**config.mk**
```make
export PLATFORM = sky130hd
export DESIGN_NAME = snoop_bus_memory
export DESIGN_NICKNAME = d
export VERILOG_FILES = /design/src/rtl/snoop_bus_pkg.sv /design/src/rtl/snoop_wb_fifo.sv /design/src/rtl/snoop_bus_memory.sv
export SDC_FILE = /design/constraint.sdc
export NUM_CORES = 1
export LEC_CHECK = 0
export CAP_MARGIN = 10
export CORE_MARGIN = 3
export CORE_UTILIZATION = 53
export CTS_CLUSTER_SIZE = 16
export DETAILED_ROUTE_END_ITERATION = 12
export PLACE_DENSITY = 0.8
export SLEW_MARGIN = 20
export SYNTH_ARGS = -nofsm -noshare
export SYNTH_HDL_FRONTEND = slang
export SYNTH_SLANG_ARGS = --single-unit
```
**constraint.sdc**
```tcl
create_clock -name clock -period 6.4 [get_ports clock]
set_input_delay 1.92 -clock clock [delete_from_list [all_inputs] [get_ports clock]]
set_output_delay 1.92 -clock clock [all_outputs]
set_load 0.1 [all_outputs]
```
**src/rtl/snoop_bus_pkg.sv**
```systemverilog
// snoop_bus_pkg
//   Shared definitions for the snooping bus / main-memory block:
//   message codes, bus field positions, FSM state encoding, the
//   message struct and a helper that builds a bus word.
package snoop_bus_pkg;

  // Field widths and positions of a 15-bit bus message
  localparam int TAG_W      = 3;
  localparam int CODE_W     = 3;
  localparam int DATA_W     = 8;
  localparam int MSG_W      = 15;

  localparam int TAG_HI     = 14;
  localparam int TAG_LO     = 12;
  localparam int MSG_HI     = 11;
  localparam int MSG_LO     = 9;
  localparam int VALID_BIT  = 8;
  localparam int DATA_HI    = 7;
  localparam int DATA_LO    = 0;

  // Message codes
  localparam logic [CODE_W-1:0] MSG_NONE       = 3'b000;  // none / read hit
  localparam logic [CODE_W-1:0] MSG_WRITE_MISS = 3'b001;
  localparam logic [CODE_W-1:0] MSG_READ_MISS  = 3'b010;
  localparam logic [CODE_W-1:0] MSG_INVALIDATE = 3'b011;

  typedef enum logic [1:0] {
    ST_IDLE    = 2'd0,
    ST_BCAST   = 2'd1,
    ST_COLLECT = 2'd2,
    ST_DONE    = 2'd3
  } bus_state_e;

  typedef struct packed {
    logic [TAG_W-1:0]  tag;
    logic [CODE_W-1:0] msg;
    logic              valid;
    logic [DATA_W-1:0] data;
  } bus_msg_t;

  function automatic bus_msg_t make_msg(input logic [TAG_W-1:0]  tag,
                                        input logic [CODE_W-1:0] code,
                                        input logic              valid,
                                        input logic [DATA_W-1:0] data);
    bus_msg_t m;
    m.tag   = tag;
    m.msg   = code;
    m.valid = valid;
    m.data  = data;
    return m;
  endfunction

  // Only a read miss is served from memory; every other code runs the
  // same bus sequence without touching it.
  function automatic logic reads_memory(input logic [CODE_W-1:0] code);
    case (code)
      MSG_READ_MISS:                              return 1'b1;
      MSG_NONE, MSG_WRITE_MISS, MSG_INVALIDATE:   return 1'b0;
      default:                                    return 1'b0;
    endcase
  endfunction

endpackage

```
**src/rtl/snoop_wb_fifo.sv**
```systemverilog
// snoop_wb_fifo
//   Write-back queue: DEPTH entries of {tag, data}. Up to N_PUSH
//   entries may be pushed per cycle (ascending push index order), one
//   entry is popped per cycle. A pop in the same cycle frees a slot for
//   that cycle's pushes. Pushes that do not fit are dropped and set the
//   sticky overflow flag.
// Ports:
//   clock, reset              clock, asynchronous active-high reset
//   push_valid/tag/data       per-source push strobes and payloads
//   pop                       remove head entry (ignored when empty)
//   head_tag, head_data       current head entry
//   empty                     queue holds no entries
//   overflow                  sticky, an entry was dropped
module snoop_wb_fifo
  import snoop_bus_pkg::*;
#(
  parameter int N_PUSH = 3,
  parameter int DEPTH  = 4   // must be a power of two
) (
  input  logic                     clock,
  input  logic                     reset,
  input  logic [N_PUSH-1:0]        push_valid,
  input  logic [TAG_W*N_PUSH-1:0]  push_tag,
  input  logic [DATA_W*N_PUSH-1:0] push_data,
  input  logic                     pop,
  output logic [TAG_W-1:0]         head_tag,
  output logic [DATA_W-1:0]        head_data,
  output logic                     empty,
  output logic                     overflow
);

  localparam int AW = $clog2(DEPTH);
  localparam int CW = AW + 1;

  logic [TAG_W-1:0]  tag_mem  [DEPTH];
  logic [DATA_W-1:0] data_mem [DEPTH];

  logic [AW-1:0] wr_ptr_reg;
  logic [AW-1:0] rd_ptr_reg;
  logic [CW-1:0] count_reg;
  logic          overflow_reg;

  logic          full;
  logic          do_pop;
  logic          drop;
  int            free_slots;
  int            push_cnt;
  logic [N_PUSH-1:0] accept;
  logic [AW-1:0]     slot [N_PUSH];

  assign empty     = (count_reg == '0);
  assign full      = (count_reg == CW'(DEPTH));
  assign head_tag  = tag_mem[rd_ptr_reg];
  assign head_data = data_mem[rd_ptr_reg];
  assign overflow  = overflow_reg;

  // Allocate consecutive slots to the accepted pushes, lowest index first.
  always_comb begin
    do_pop     = pop && !empty;
    free_slots = (full ? 0 : DEPTH - int'(count_reg)) + (do_pop ? 1 : 0);
    push_cnt   = 0;
    drop       = 1'b0;
    accept     = '0;
    for (int i = 0; i < N_PUSH; i++) begin
      slot[i] = '0;
      if (push_valid[i]) begin
        if (push_cnt < free_slots) begin
          accept[i] = 1'b1;
          slot[i]   = AW'(int'(wr_ptr_reg) + push_cnt);
          push_cnt  = push_cnt + 1;
        end else begin
          drop = 1'b1;
        end
      end
    end
  end

  always_ff @(posedge clock or posedge reset) begin
    if (reset) begin
      wr_ptr_reg   <= '0;
      rd_ptr_reg   <= '0;
      count_reg    <= '0;
      overflow_reg <= 1'b0;
    end else begin
      wr_ptr_reg   <= AW'(int'(wr_ptr_reg) + push_cnt);
      rd_ptr_reg   <= rd_ptr_reg + AW'(do_pop);
      count_reg    <= CW'(int'(count_reg) + push_cnt - (do_pop ? 1 : 0));
      overflow_reg <= overflow_reg | drop;
    end
  end

  // Storage needs no reset: pointers and count define what is valid.
  always_ff @(posedge clock) begin
    for (int i = 0; i < N_PUSH; i++) begin
      if (accept[i]) begin
        tag_mem[slot[i]]  <= push_tag[i*TAG_W +: TAG_W];
        data_mem[slot[i]] <= push_data[i*DATA_W +: DATA_W];
      end
    end
  end

endmodule

```
**src/rtl/snoop_bus_memory.sv**
```systemverilog
// snoop_bus_memory
//   Shared bus and main memory of a snooping coherence system.
//   Round-robin arbitration among cache requests, one-cycle broadcast,
//   snoop-reply merge from the non-requesting caches, read-miss service
//   from an 8-word memory, and a write-back queue draining into memory.
// Ports:
//   clock, reset          clock, asynchronous active-high reset
//   req_valid, req_msg    per-cache bus requests {tag,msg,valid,data}
//   resp_msg              per-cache snoop replies, same format
//   wb_valid/data/tag     per-cache write-back strobes and payloads
//   bus_out               broadcast bus (BCAST and DONE cycles)
//   mem_data              memory word for a read miss (DONE cycle)
//   grant                 one-hot completion pulse to the winner
//   busy                  transaction in progress
//   wb_overflow           sticky, a write-back was lost
module snoop_bus_memory
  import snoop_bus_pkg::*;
#(
  parameter int N_CACHES  = 3,
  parameter int MEM_WORDS = 8,
  parameter int WB_DEPTH  = 4
) (
  input  logic                       clock,
  input  logic                       reset,
  input  logic [N_CACHES-1:0]        req_valid,
  input  logic [MSG_W*N_CACHES-1:0]  req_msg,
  input  logic [MSG_W*N_CACHES-1:0]  resp_msg,
  input  logic [N_CACHES-1:0]        wb_valid,
  input  logic [DATA_W*N_CACHES-1:0] wb_data,
  input  logic [TAG_W*N_CACHES-1:0]  wb_tag,
  output logic [MSG_W-1:0]           bus_out,
  output logic [DATA_W-1:0]          mem_data,
  output logic [N_CACHES-1:0]        grant,
  output logic                       busy,
  output logic                       wb_overflow
);

  localparam int IDX_W = $clog2(N_CACHES);

  // ---------------------------------------------------------------
  // Per-cache field extraction
  // ---------------------------------------------------------------
  logic [TAG_W-1:0]  req_tag   [N_CACHES];
  logic [CODE_W-1:0] req_code  [N_CACHES];
  logic [N_CACHES-1:0] resp_valid;
  logic [TAG_W-1:0]  resp_tag  [N_CACHES];
  logic [DATA_W-1:0] resp_data [N_CACHES];
  logic [N_CACHES-1:0] unused_req_bits;
  logic [N_CACHES-1:0] unused_resp_bits;

  for (genvar gi = 0; gi < N_CACHES; gi++) begin : g_fields
    assign req_tag[gi]   = req_msg[gi*MSG_W + TAG_HI : gi*MSG_W + TAG_LO];
    assign req_code[gi]  = req_msg[gi*MSG_W + MSG_HI : gi*MSG_W + MSG_LO];
    assign resp_valid[gi] = resp_msg[gi*MSG_W + VALID_BIT];
    assign resp_tag[gi]  = resp_msg[gi*MSG_W + TAG_HI : gi*MSG_W + TAG_LO];
    assign resp_data[gi] = resp_msg[gi*MSG_W + DATA_HI : gi*MSG_W + DATA_LO];
    // A request carries no payload and a reply's code is irrelevant here.
    assign unused_req_bits[gi]  = ^req_msg[gi*MSG_W + VALID_BIT : gi*MSG_W + DATA_LO];
    assign unused_resp_bits[gi] = ^resp_msg[gi*MSG_W + MSG_HI : gi*MSG_W + MSG_LO];
  end

  // ---------------------------------------------------------------
  // State
  // ---------------------------------------------------------------
  bus_state_e        state_reg, state_next;
  logic [IDX_W-1:0]  rr_ptr_reg;
  logic [IDX_W-1:0]  winner_reg;
  logic [TAG_W-1:0]  tag_reg;
  logic [CODE_W-1:0] code_reg;
  bus_msg_t          bus_out_reg;
  logic [DATA_W-1:0] mem_data_reg;
  logic [N_CACHES-1:0] grant_reg;

  logic [DATA_W-1:0] mem [MEM_WORDS];
  logic              wr_pend_reg;
  logic [TAG_W-1:0]  wr_addr_reg;
  logic [DATA_W-1:0] wr_data_reg;

  logic              fifo_empty;
  logic [TAG_W-1:0]  fifo_head_tag;
  logic [DATA_W-1:0] fifo_head_data;
  logic              drain_busy;

  // ---------------------------------------------------------------
  // Write-back queue and memory write stage
  // ---------------------------------------------------------------
  snoop_wb_fifo #(
    .N_PUSH (N_CACHES),
    .DEPTH  (WB_DEPTH)
  ) u_wb_fifo (
    .clock      (clock),
    .reset      (reset),
    .push_valid (wb_valid),
    .push_tag   (wb_tag),
    .push_data  (wb_data),
    .pop        (!fifo_empty),
    .head_tag   (fifo_head_tag),
    .head_data  (fifo_head_data),
    .empty      (fifo_empty),
    .overflow   (wb_overflow)
  );

  // The head is popped into a registered write stage and lands in memory
  // one cycle later, so memory is only current once both the queue and
  // the write stage are empty.
  assign drain_busy = !fifo_empty || wr_pend_reg;

  always_ff @(posedge clock or posedge reset) begin
    if (reset) begin
      for (int i = 0; i < MEM_WORDS; i++) begin
        mem[i] <= '0;
      end
      wr_pend_reg <= 1'b0;
      wr_addr_reg <= '0;
      wr_data_reg <= '0;
    end else begin
      wr_pend_reg <= !fifo_empty;
      wr_addr_reg <= fifo_head_tag;
      wr_data_reg <= fifo_head_data;
      if (wr_pend_reg) begin
        mem[wr_addr_reg] <= wr_data_reg;
      end
    end
  end

  // ---------------------------------------------------------------
  // Round-robin arbiter: first requester at or after rr_ptr
  // ---------------------------------------------------------------
  logic             arb_found;
  logic [IDX_W-1:0] arb_winner;
  int               arb_idx;

  always_comb begin
    arb_found  = 1'b0;
    arb_winner = '0;
    arb_idx    = 0;
    for (int i = 0; i < N_CACHES; i++) begin
      arb_idx = (int'(rr_ptr_reg) + i) % N_CACHES;
      if (!arb_found && req_valid[arb_idx]) begin
        arb_found  = 1'b1;
        arb_winner = IDX_W'(arb_idx);
      end
    end
  end

  // ---------------------------------------------------------------
  // Snoop merge: lowest-index non-requester with a valid, matching reply
  // ---------------------------------------------------------------
  logic              snoop_hit;
  logic [DATA_W-1:0] snoop_data;

  always_comb begin
    snoop_hit  = 1'b0;
    snoop_data = '0;
    for (int i = 0; i < N_CACHES; i++) begin
      if (!snoop_hit && (IDX_W'(i) != winner_reg) &&
          resp_valid[i] && (resp_tag[i] == tag_reg)) begin
        snoop_hit  = 1'b1;
        snoop_data = resp_data[i];
      end
    end
  end

  // ---------------------------------------------------------------
  // FSM
  // ---------------------------------------------------------------
  always_comb begin
    state_next = state_reg;
    case (state_reg)
      ST_IDLE:    if (arb_found) state_next = ST_BCAST;
      ST_BCAST:   state_next = ST_COLLECT;
      ST_COLLECT: if (!drain_busy) state_next = ST_DONE;
      ST_DONE:    state_next = ST_IDLE;
      default:    state_next = ST_IDLE;
    endcase
  end

  // Outputs are registered: each is loaded on the edge entering the
  // cycle in which it is valid, and cleared on the edge leaving it.
  always_ff @(posedge clock or posedge reset) begin
    if (reset) begin
      state_reg    <= ST_IDLE;
      rr_ptr_reg   <= '0;
      winner_reg   <= '0;
      tag_reg      <= '0;
      code_reg     <= '0;
      bus_out_reg  <= '0;
      mem_data_reg <= '0;
      grant_reg    <= '0;
    end else begin
      state_reg <= state_next;
      case (state_reg)
        ST_IDLE: begin
          if (arb_found) begin
            winner_reg  <= arb_winner;
            tag_reg     <= req_tag[arb_winner];
            code_reg    <= req_code[arb_winner];
            bus_out_reg <= make_msg(req_tag[arb_winner], req_code[arb_winner],
                                    1'b0, '0);
          end
        end
        ST_BCAST: begin
          bus_out_reg <= '0;
        end
        ST_COLLECT: begin
          if (!drain_busy) begin
            bus_out_reg  <= make_msg(tag_reg, code_reg, snoop_hit,
                                     snoop_hit ? snoop_data : '0);
            mem_data_reg <= reads_memory(code_reg) ? mem[tag_reg] : '0;
            grant_reg    <= N_CACHES'(1) << winner_reg;
          end
        end
        ST_DONE: begin
          bus_out_reg  <= '0;
          mem_data_reg <= '0;
          grant_reg    <= '0;
          rr_ptr_reg   <= (winner_reg == IDX_W'(N_CACHES - 1)) ? '0
                                                               : winner_reg + 1'b1;
        end
        default: ;
      endcase
    end
  end

  assign bus_out  = bus_out_reg;
  assign mem_data = mem_data_reg;
  assign grant    = grant_reg;
  assign busy     = (state_reg != ST_IDLE);

endmodule

```
Word-level counts from Yosys, hierarchy flattened --
Memories as Yosys holds them, arrays and structs flattened. A register that Yosys moved wholly into a read port is not among the register bits. Cells that the tools add are included.
Storage, ports and cells: register bits 111, memory bits (writable) 44, bits of input ports 131, output and inout port bits 28, logic and storage cells 177, memories 2
Operators by class: add/sub/neg operators 13, divide/modulo/power cells 3, magnitude comparators 10, equal/unequal tests 13, shift operators 1, multiplexer cells 81, bitwise gates (word level) 4, reductions and logical operators 26
Memory list:
- u_wb_fifo.data_mem | words 4, bits a word 8, rd ports 1, clocked after memory_dff 1, wr ports 3, line snoop_wb_fifo.sv:36 | logic [DATA_W-1:0] data_mem [DEPTH];
- u_wb_fifo.tag_mem | words 4, bits a word 3, rd ports 1, clocked after memory_dff 1, wr ports 3, line snoop_wb_fifo.sv:35 | logic [TAG_W-1:0] tag_mem [DEPTH];
Operator list (number):
- less-than comparator 32 x 4 -> 1 bit (second input constant) | 3
- 2-to-1 mux 32 bit | 3
- 2-to-1 mux 8 bit | 9
- bitwise mux 64 bit | 1
- remainder unit 32 x 3 -> 32 bit (second input constant) | 2
- case mux 15 bit (3 select lines) | 1
- 2-to-1 mux 1 bit | 36
- adder 32 bit | 1
- less-than comparator 1 x 32 -> 1 bit (first input constant) | 1
- less-than comparator 2 x 32 -> 1 bit | 1
- less-than comparator 32 bit | 1
- remainder unit 3 x 3 -> 32 bit (second input constant) | 1
- 2-to-1 mux 15 bit | 2
- binary-select mux 8 bit (select 3 bit) | 1
- demux 8 bit (select 3 bit) | 1
- 2-to-1 mux 2 bit | 12
- 2-to-1 mux 3 bit | 7
- case mux 8 bit (2 select lines) | 1
- binary-select mux 3 bit (select 2 bit) | 2
- logical AND 1 bit | 11
- == test 3 bit | 3
- >= comparator 4 bit (second input constant) | 2
- NOT 3 -> 4 bit | 2
- case mux 2 bit (4 select lines) | 1
- 31 further kinds | 46

Longest topological paths before layout --
Gate-level depths: netlist of run 1.
depth after elaboration 17, depth in mapped cells 21, mapped depth without buffers 21

Cells and area by module --
Synthesis of run 1 repeated with hierarchy kept, for this count alone.
Second synthesis, totals: cell total of the unflattened synthesis 783, area, all modules 9188.8 um^2
By module, submodules not included:
- snoop_bus_memory | times used 1, cells an instance 466, area each 5630.4 um^2
- snoop_wb_fifo | times used 1, cells an instance 317, area each 3558.4 um^2

Worst setup path before layout of run 1 --
No wires, ideal clock.
path kind input -> register, from in wb_valid[0], to reg u_wb_fifo.count_reg[2], setup time 0.123 ns, data arrival time 4.638 ns, required time 6.277 ns, path slack 1.640 ns, stages on the path 16, buffers on the path 0, cells stage by stage inv_1 -> a21oi_1 -> a21oi_1 -> ha_1 -> and2_1 -> ha_1 -> inv_1 -> a31oi_1 -> o21bai_2 -> nand2_2 -> mux2i_1 -> ha_1 -> fa_1 -> xor2_1 -> xnor2_1 -> xnor2_1
Between the ends: cells in the longest elaborated chain, start to end 9, elaborated cells on any way between the ends 11, those cells by class add/sub: 4; order compare: 2; mux: 5
RTL lines:
- start, declared | line snoop_bus_memory.sv:28 | input logic [N_CACHES-1:0] wb_valid,
- 2-to-1 mux 1 bit (*) | line snoop_wb_fifo.sv:66 | if (push_valid[i]) begin
- less-than comparator 2 x 32 -> 1 bit / adder 1 x 1 -> 2 bit (equally long branches) | line snoop_wb_fifo.sv:67, snoop_wb_fifo.sv:70
- 2-to-1 mux 32 bit | line snoop_wb_fifo.sv:67 | if (push_cnt < free_slots) begin
- 2-to-1 mux 32 bit (*) | line snoop_wb_fifo.sv:66
- less-than comparator 32 bit / adder 3 x 2 -> 3 bit (equally long branches) | line snoop_wb_fifo.sv:67, snoop_wb_fifo.sv:70
- 2-to-1 mux 3 bit | line snoop_wb_fifo.sv:67
- 2-to-1 mux 3 bit (*) | line snoop_wb_fifo.sv:66
- adder 3 bit (*) | line snoop_wb_fifo.sv:87 | count_reg <= CW'(int'(count_reg) + push_cnt - (do_pop ? 1 : 0));
- subtractor 3 bit (*) | line snoop_wb_fifo.sv:87
- end signal, assigned | line snoop_wb_fifo.sv:87
- end, declared | line snoop_wb_fifo.sv:40 | logic [CW-1:0] count_reg;
Mark *: on every way between the ends. The rest lies on a longest branch, timed or not. A chain may end at the register's enable or synchronous reset.

Final worst setup path of run 1 --
Same ends and word-level chain as after synthesis.

==> results of run 1 <==
## layout by cell type (no fill, tap or decap), types with 18 or more instances in the layout
cell type / count
inv_1: 24
mux2_2: 139
o21ai_0: 18
nand2_1: 36
edfxtp_1: 44
nor2_1: 36
mux4_2: 27
clkdlybuf4s50_1: 122
a21oi_1: 25
ha_1: 20
dfrtp_1: 122
mux2i_1: 27
## through the flow
step | hold slack (ns) | cell area [um^2] | power, mW
3_3_place_gp | 0.456 | 10200 | 5.12
5_1_grt | 0.501 | 10900 | 6.73
4_1_cts | 0.487 | 10900 | 6.38
3_5_place_dp | 0.472 | 10300 | 5.33
6_report | 0.476 | 10900 | 6.35
2_1_floorplan | 0.474 | 8830 | 4.47
## cells by family after synthesis
family | after synthesis
mux | 199
simple gates | 119
compound gates | 88
xor+xnor | 21
flops | 166
buf+inv | 61
fa+ha+maj | 22
## power by group through the flow
stage | Combinational [mW] | Clock [mW] | Sequential (mW)
floorplan | 2.19 | 0 | 2.28
global placement | 3.02 | 0 | 2.10
detailed placement | 3.18 | 0 | 2.16
CTS | 3.20 | 1.04 | 2.14
global route | 3.44 | 1.09 | 2.21
finish | 3.19 | 1.03 | 2.13
## worst max-delay path by stage
stage | cells past startpoint | to | from | slack (ns)
finish | 17 | u_wb_fifo.count_reg[2]$_DFF_PP0_ | wb_valid[0] | 1.24
floorplan | 1 | bus_out[0]$_DFFE_PP0P_ | reset | 1.24
global route | 17 | u_wb_fifo.count_reg[2]$_DFF_PP0_ | wb_valid[0] | 1.01
CTS | 17 | u_wb_fifo.count_reg[2]$_DFF_PP0_ | wb_valid[0] | 1.25
global placement | 17 | u_wb_fifo.count_reg[2]$_DFF_PP0_ | wb_valid[0] | 0.91
detailed placement | 17 | u_wb_fifo.count_reg[2]$_DFF_PP0_ | wb_valid[0] | 0.80
## final cells by class
| class | count | area, um^2 |
|---|---|---|
| fill | 1147 | 5240 |
| sequential | 166 | 4370 |
| multi-input combinational | 449 | 4200 |
| timing repair buffer | 136 | 1330 |
| clock buffer | 19 | 453 |
| tap | 216 | 270 |
| clock inverter | 13 | 145 |
| inverter | 26 | 100 |
## critical path: cells and delay by family
family	cells	cell delay, ns
adder cells (fa/ha/maj)	4	1.24
AO/OA/AOI/OAI	4	0.65
buffers and inverters	3	0.60
XOR/XNOR	3	0.49
AND/OR/NAND/NOR	2	0.32
multiplexers	1	0.30
## routing by layer
layer	part of all wire [%]	vias up	GRT usage, %
li1	-	2748	-
met1	42	2982	28.6
met2	51	214	40.2
met3	5.4	41	4.69
met4	1.8	0	7.67
met5	0	-	0
==> run_results.csv, run 1 <==
group,metric,value,unit
sta,fin_skew,0.00991,ns
yosys,syn_area,8830,um^2
place,dp_cells,993,
power_and_ir_drop,p_switching,2.54,mW
power_and_ir_drop,peakVddDrop,0.000338,V
global_routing,grt.total_usage,23.0,%
yosys,synth.avg_cell_area,13.1,um^2
sta,setup_viol,0,
power_and_ir_drop,power_frac_clock,16.2,%
critical_path,crit_slowest_cell,"clkdlybuf4s50_1",
sta,slew_violations,0,
clock_network,ctsRootBufferMaster,"clkbuf_16",
critical_path,critical_path.max_fanout,5,
global_routing,grt-ovfl-total,0,
yosys,synthSimpleGateAreaFrac,6.87,%
finish,antenna-diode-count,0,
floorplan,die_height,135,um
detailed_routing,drc,0,
run,maxCapViolations,0,
place,pre_cts_slack,0.802,ns
global_routing,antenna_found_initial,0,
sta,rsz0062_at_grt,"no",
detailed_routing,wl_per_cell,19.6,um
critical_path,timing.rr.start,"u_wb_fifo.count_reg[1]$_DFF_PP0_",
critical_path,path_class,"input port to flop",
sta,fin_crit,5.16,ns
critical_path,ff2ff_path_depth,20,
detailed_routing,drtAntennaViolNets,0,
yosys,yosys_warnings,0,
sta,fin_ws,1.24,ns
finish,area_growth,23.2,%
yosys,synth.area.top_cells,"dfrtp_1 35%, mux2_2 18%, edfxtp_1 15%",
finish,drive_gt1_share,28.7,%
floorplan,core_area,16100,um^2
min_path,hold_end,"mem_data[4]$_DFFE_PP0P_",
yosys,synthAdderAreaFrac,3.18,%
yosys,synthFlopType,"dfrtp_1",
yosys,synth-seq-area-share,49.6,%
yosys,synth-compound-area-share,6.93,%
clock_network,clock_latency,0.44,ns
detailed_routing,via_per_inst,5.84,
detailed_routing,wl,20100,um
power_and_ir_drop,switching_share,40.0,%
place,dp_hpwl,14200,um
critical_path,crit_required,6.76,ns
clock_network,path_clk_slew,0.07,ns
finish,finish.utilization,67.5,%
place,numPortBuffers,122,
floorplan,io_pins,159,
floorplan,die_w,135,um
detailed_routing,drt-pass1-iter-count,4,
min_path,holdPathStages,2,
clock_network,cts_tree,"done",
critical_path,critPathMaxStageDelay,0.50,ns
yosys,synth_area_leader_cell,"dfrtp_1",
sta,period_share,80.7,%
power_and_ir_drop,leakagePower,4.32,nW
yosys,syn_nets,828,
critical_path,end_kind,"flop",
yosys,synth.most_common_cell,"mux2_2",
floorplan,row_count,46,
power_and_ir_drop,seqPwrFrac,33.6,%
power_and_ir_drop,p_int,3.81,mW
clock_network,cts.sinks,166,
critical_path,rrSetupSlack,1.71,ns
detailed_routing,vias,5985,
power_and_ir_drop,power_density,584,nW/um^2
sta,tightest_slew,1.03,ns
floorplan,initial_core_util,54.8,%
yosys,netlist_top_cells_count,"139 x mux2_2, 122 x dfrtp_1, 44 x edfxtp_1, 38 x nor2_1, 36 x nand2_1",
yosys,ys_types,62,
sta,tns,0,ns
sta,maxSlewHeadroom,31.4,%
clock_network,post_cts_resized,0,
global_routing,grt_max_degree,53,
sta,fmax,194,MHz
clock_network,cts_max_path_buffers,2,
sta,hold_viol_final,0,
place,place_congestion,0.815,
critical_path,cp.arrival,5.53,ns
yosys,synthDominantCellAreaShare,34.6,%
yosys,synth_edf_count,44,
yosys,postSynthCellCount,676,
clock_network,cts_setup_buffers,0,
critical_path,critPathLaunchType,"input port",
min_path,hold_start,"mem_data[4]$_DFFE_PP0P_",
power_and_ir_drop,pwr-share-comb,50.2,%
clock_network,cts_buffers,17,
global_routing,grt_pass1_wl,32800,um
finish,nets,948,
critical_path,r2r-end,"u_wb_fifo.count_reg[2]$_DFF_PP0_",
run_status,status,"finished, final reports clean",
floorplan,die_area,18200,um^2
yosys,synth_mux_area_share,28.4,%
yosys,synth_top_family_by_area,"multiplexers",
yosys,async_flop_share,73.5,%
global_routing,first_global_vias,6450,
finish,largest_reg_flops,64,
finish,final_cell_count_no_fill,1025,
critical_path,path_cells,"clkdlybuf4s50_1 -> inv_1 -> a21oi_1 -> a21oi_1 -> ha_1 -> and2_1 -> ha_1 -> inv_1 -> a31oi_1 -> o21bai_2 -> nand2_2 -> mux2i_1 -> ha_1 -> fa_1 -> xor2_1 -> xnor2_1 -> xnor2_1",
clock_network,ctsHtreeMaxLevel,4,
critical_path,crit_top_cell,"ha_1",
yosys,synth_xor_area_share,2.08,%
min_path,hp-class,"flop to flop",
detailed_routing,drtIter0Drc,346,
yosys,ys_ff_latch,166,
clock_network,holdBufCountCts,0,
(Power assumes the default switching activity.)
==> inputs of run 2 (changes only) <==
Clock period 6.4 ns to 5.05 ns, I/O delays scaled along.
==> run_results.csv, run 2 (same netlist as run 1, synthesis figures left out) <==
group,metric,value,unit
run_status,status,"finished, final reports clean",
global_routing,grt.total_usage,22.8,%
critical_path,cp.arrival,4.94,ns
min_path,hp-class,"flop to flop",
sta,slew_violations,0,
finish,drive_gt1_share,28.7,%
sta,tns,0,ns
place,numPortBuffers,122,
floorplan,io_pins,159,
floorplan,die_w,135,um
critical_path,critical_path.max_fanout,3,
global_routing,grt_max_degree,71,
clock_network,clock_latency,0.42,ns
sta,hold_slack,0.477,ns
clock_network,cts_buffers,17,
floorplan,core_area,16100,um^2
finish,multi_input_area,4200,um^2
detailed_routing,drc,0,
sta,fmax,218,MHz
clock_network,cts.sinks,166,
run,maxCapViolations,0,
critical_path,crit_top_cell,"ha_1",
detailed_routing,drt-pass1-iter-count,5,
floorplan,initial_core_util,54.8,%
sta,maxSlewHeadroom,31.1,%
floorplan,die_height,135,um
place,dp_hpwl,14000,um
finish,largest_reg_flops,64,
floorplan,die_area,18200,um^2
critical_path,ff2ff_path_depth,20,
clock_network,ctsHtreeMaxLevel,4,
min_path,holdPathStages,2,
sta,setup_viol,0,
detailed_routing,vias,5964,
clock_network,cts_setup_buffers,0,
sta,rsz0062_at_grt,"no",
sta,period_share,90.9,%
critical_path,cp.depth,17,
sta,fin_crit,4.59,ns
critical_path,end_kind,"flop",
clock_network,cts_max_path_buffers,2,
finish,final_common_cell,"mux2_2",
floorplan,row_count,46,
finish,antenna-diode-count,0,
critical_path,critPathLaunchType,"input port",
global_routing,first_global_vias,6399,
clock_network,cts_tree,"done",
detailed_routing,via_per_inst,5.80,
finish,register_area,4370,um^2
power_and_ir_drop,power_density,744,nW/um^2
global_routing,antenna_found_initial,0,
global_routing,grt_pass1_wl,32700,um
critical_path,crit_buf_inv,3,
sta,fin_skew,0.00660,ns
critical_path,path_cells,"clkdlybuf4s50_1 -> inv_1 -> a21oi_1 -> a21oi_1 -> ha_1 -> and2_1 -> ha_1 -> inv_1 -> a31oi_1 -> o21bai_2 -> nand2_2 -> mux2i_1 -> ha_1 -> fa_1 -> xor2_1 -> xnor2_1 -> xnor2_1",
global_routing,grt-ovfl-total,0,
critical_path,path_class,"input port to flop",
detailed_routing,drtAntennaViolNets,0,
critical_path,critPathMaxStageDelay,0.51,ns
finish,area_growth,24.2,%
finish,num-fill-cells,1140,
critical_path,crit_slowest_cell,"clkdlybuf4s50_1",
detailed_routing,wl_per_cell,19.6,um
clock_network,ctsRootBufferMaster,"clkbuf_16",
sta,tightest_slew,1.03,ns
sta,hold_viol_final,0,
place,place_congestion,0.826,
detailed_routing,wl,20200,um
detailed_routing,drtIter0Drc,330,
finish,final_cell_mix,"139 x mux2_2, 122 x dfrtp_1, 122 x clkdlybuf4s50_1",
clock_network,post_cts_resized,0,
clock_network,path_clk_slew,0.06,ns
power_and_ir_drop,leakagePower,4.36,nW
critical_path,cpLargestDelayFamily,"adder cells",
power_and_ir_drop,p_total,8.16,mW
clock_network,holdBufCountCts,0,
critical_path,crit_required,5.39,ns
finish,nets,952,
finish,finish.utilization,68.0,%
power_and_ir_drop,peakVddDrop,0.000373,V
==> run 2: stage by stage <==
step / instance area, um^2 / cells / worst slack [ns]
global route: 11000 / 1029 / 0.229
floorplan: 8830 / 676 / 0.292
detailed placement: 10300 / 997 / 0.0699
CTS: 11000 / 1029 / 0.495
finish: 11000 / 1029 / 0.458
global placement: 10300 / 997 / 0.136
==> run 2: power by group <==
| part | internal (mW) | switching, mW |
|---|---|---|
| combinational | 1.87 | 2.17 |
| sequential | 2.21 | 0.500 |
| clock | 0.884 | 0.517 |
==> run 2: worst min-delay path, stage by stage (launching register included) <==
cell,delay [ns]
dfrtp_1,0.34
nand2_1,0.05
o21ai_0,0.06
==> run 2: final timing paths <==
| path | slack (ns) | from | endpoint |
|---|---|---|---|
| min | 0.48 | mem_data[1]$_DFFE_PP0P_ | mem_data[1]$_DFFE_PP0P_ |
| max in group asynchronous | 2.72 | reset | mem[28]$_DFFE_PP0P_ |
| min reg2reg | 0.48 | mem_data[1]$_DFFE_PP0P_ | mem_data[1]$_DFFE_PP0P_ |
| min in group asynchronous | 1.54 | reset | u_wb_fifo.overflow$_DFF_PP0_ |
| max | 0.46 | wb_valid[0] | u_wb_fifo.count_reg[2]$_DFF_PP0_ |
| max reg2reg | 0.66 | u_wb_fifo.count_reg[1]$_DFF_PP0_ | u_wb_fifo.count_reg[2]$_DFF_PP0_ |
==> run 2: cell type report <==
| class | instances | area share, % |
|---|---|---|
| well taps | 216 | 2.47 |
| flip-flops and latches | 166 | 39.9 |
| inverters | 26 | 0.913 |
| clock inverters | 11 | 1.53 |
| multi-input cells | 449 | 38.3 |
| repair buffers | 140 | 12.5 |
| clock buffers | 21 | 4.39 |
==> run 2: layer usage <==
metal  GRT usage [%]  share of wire, %  wire [um]  up-vias
met5               0                 0          0        -
met2            41.6                53      10700      184
met1            27.2                40       8080     2990
met3            4.55               5.4       1100       31
met4            7.45               1.6        316        0
li1                -                 -          -     2759
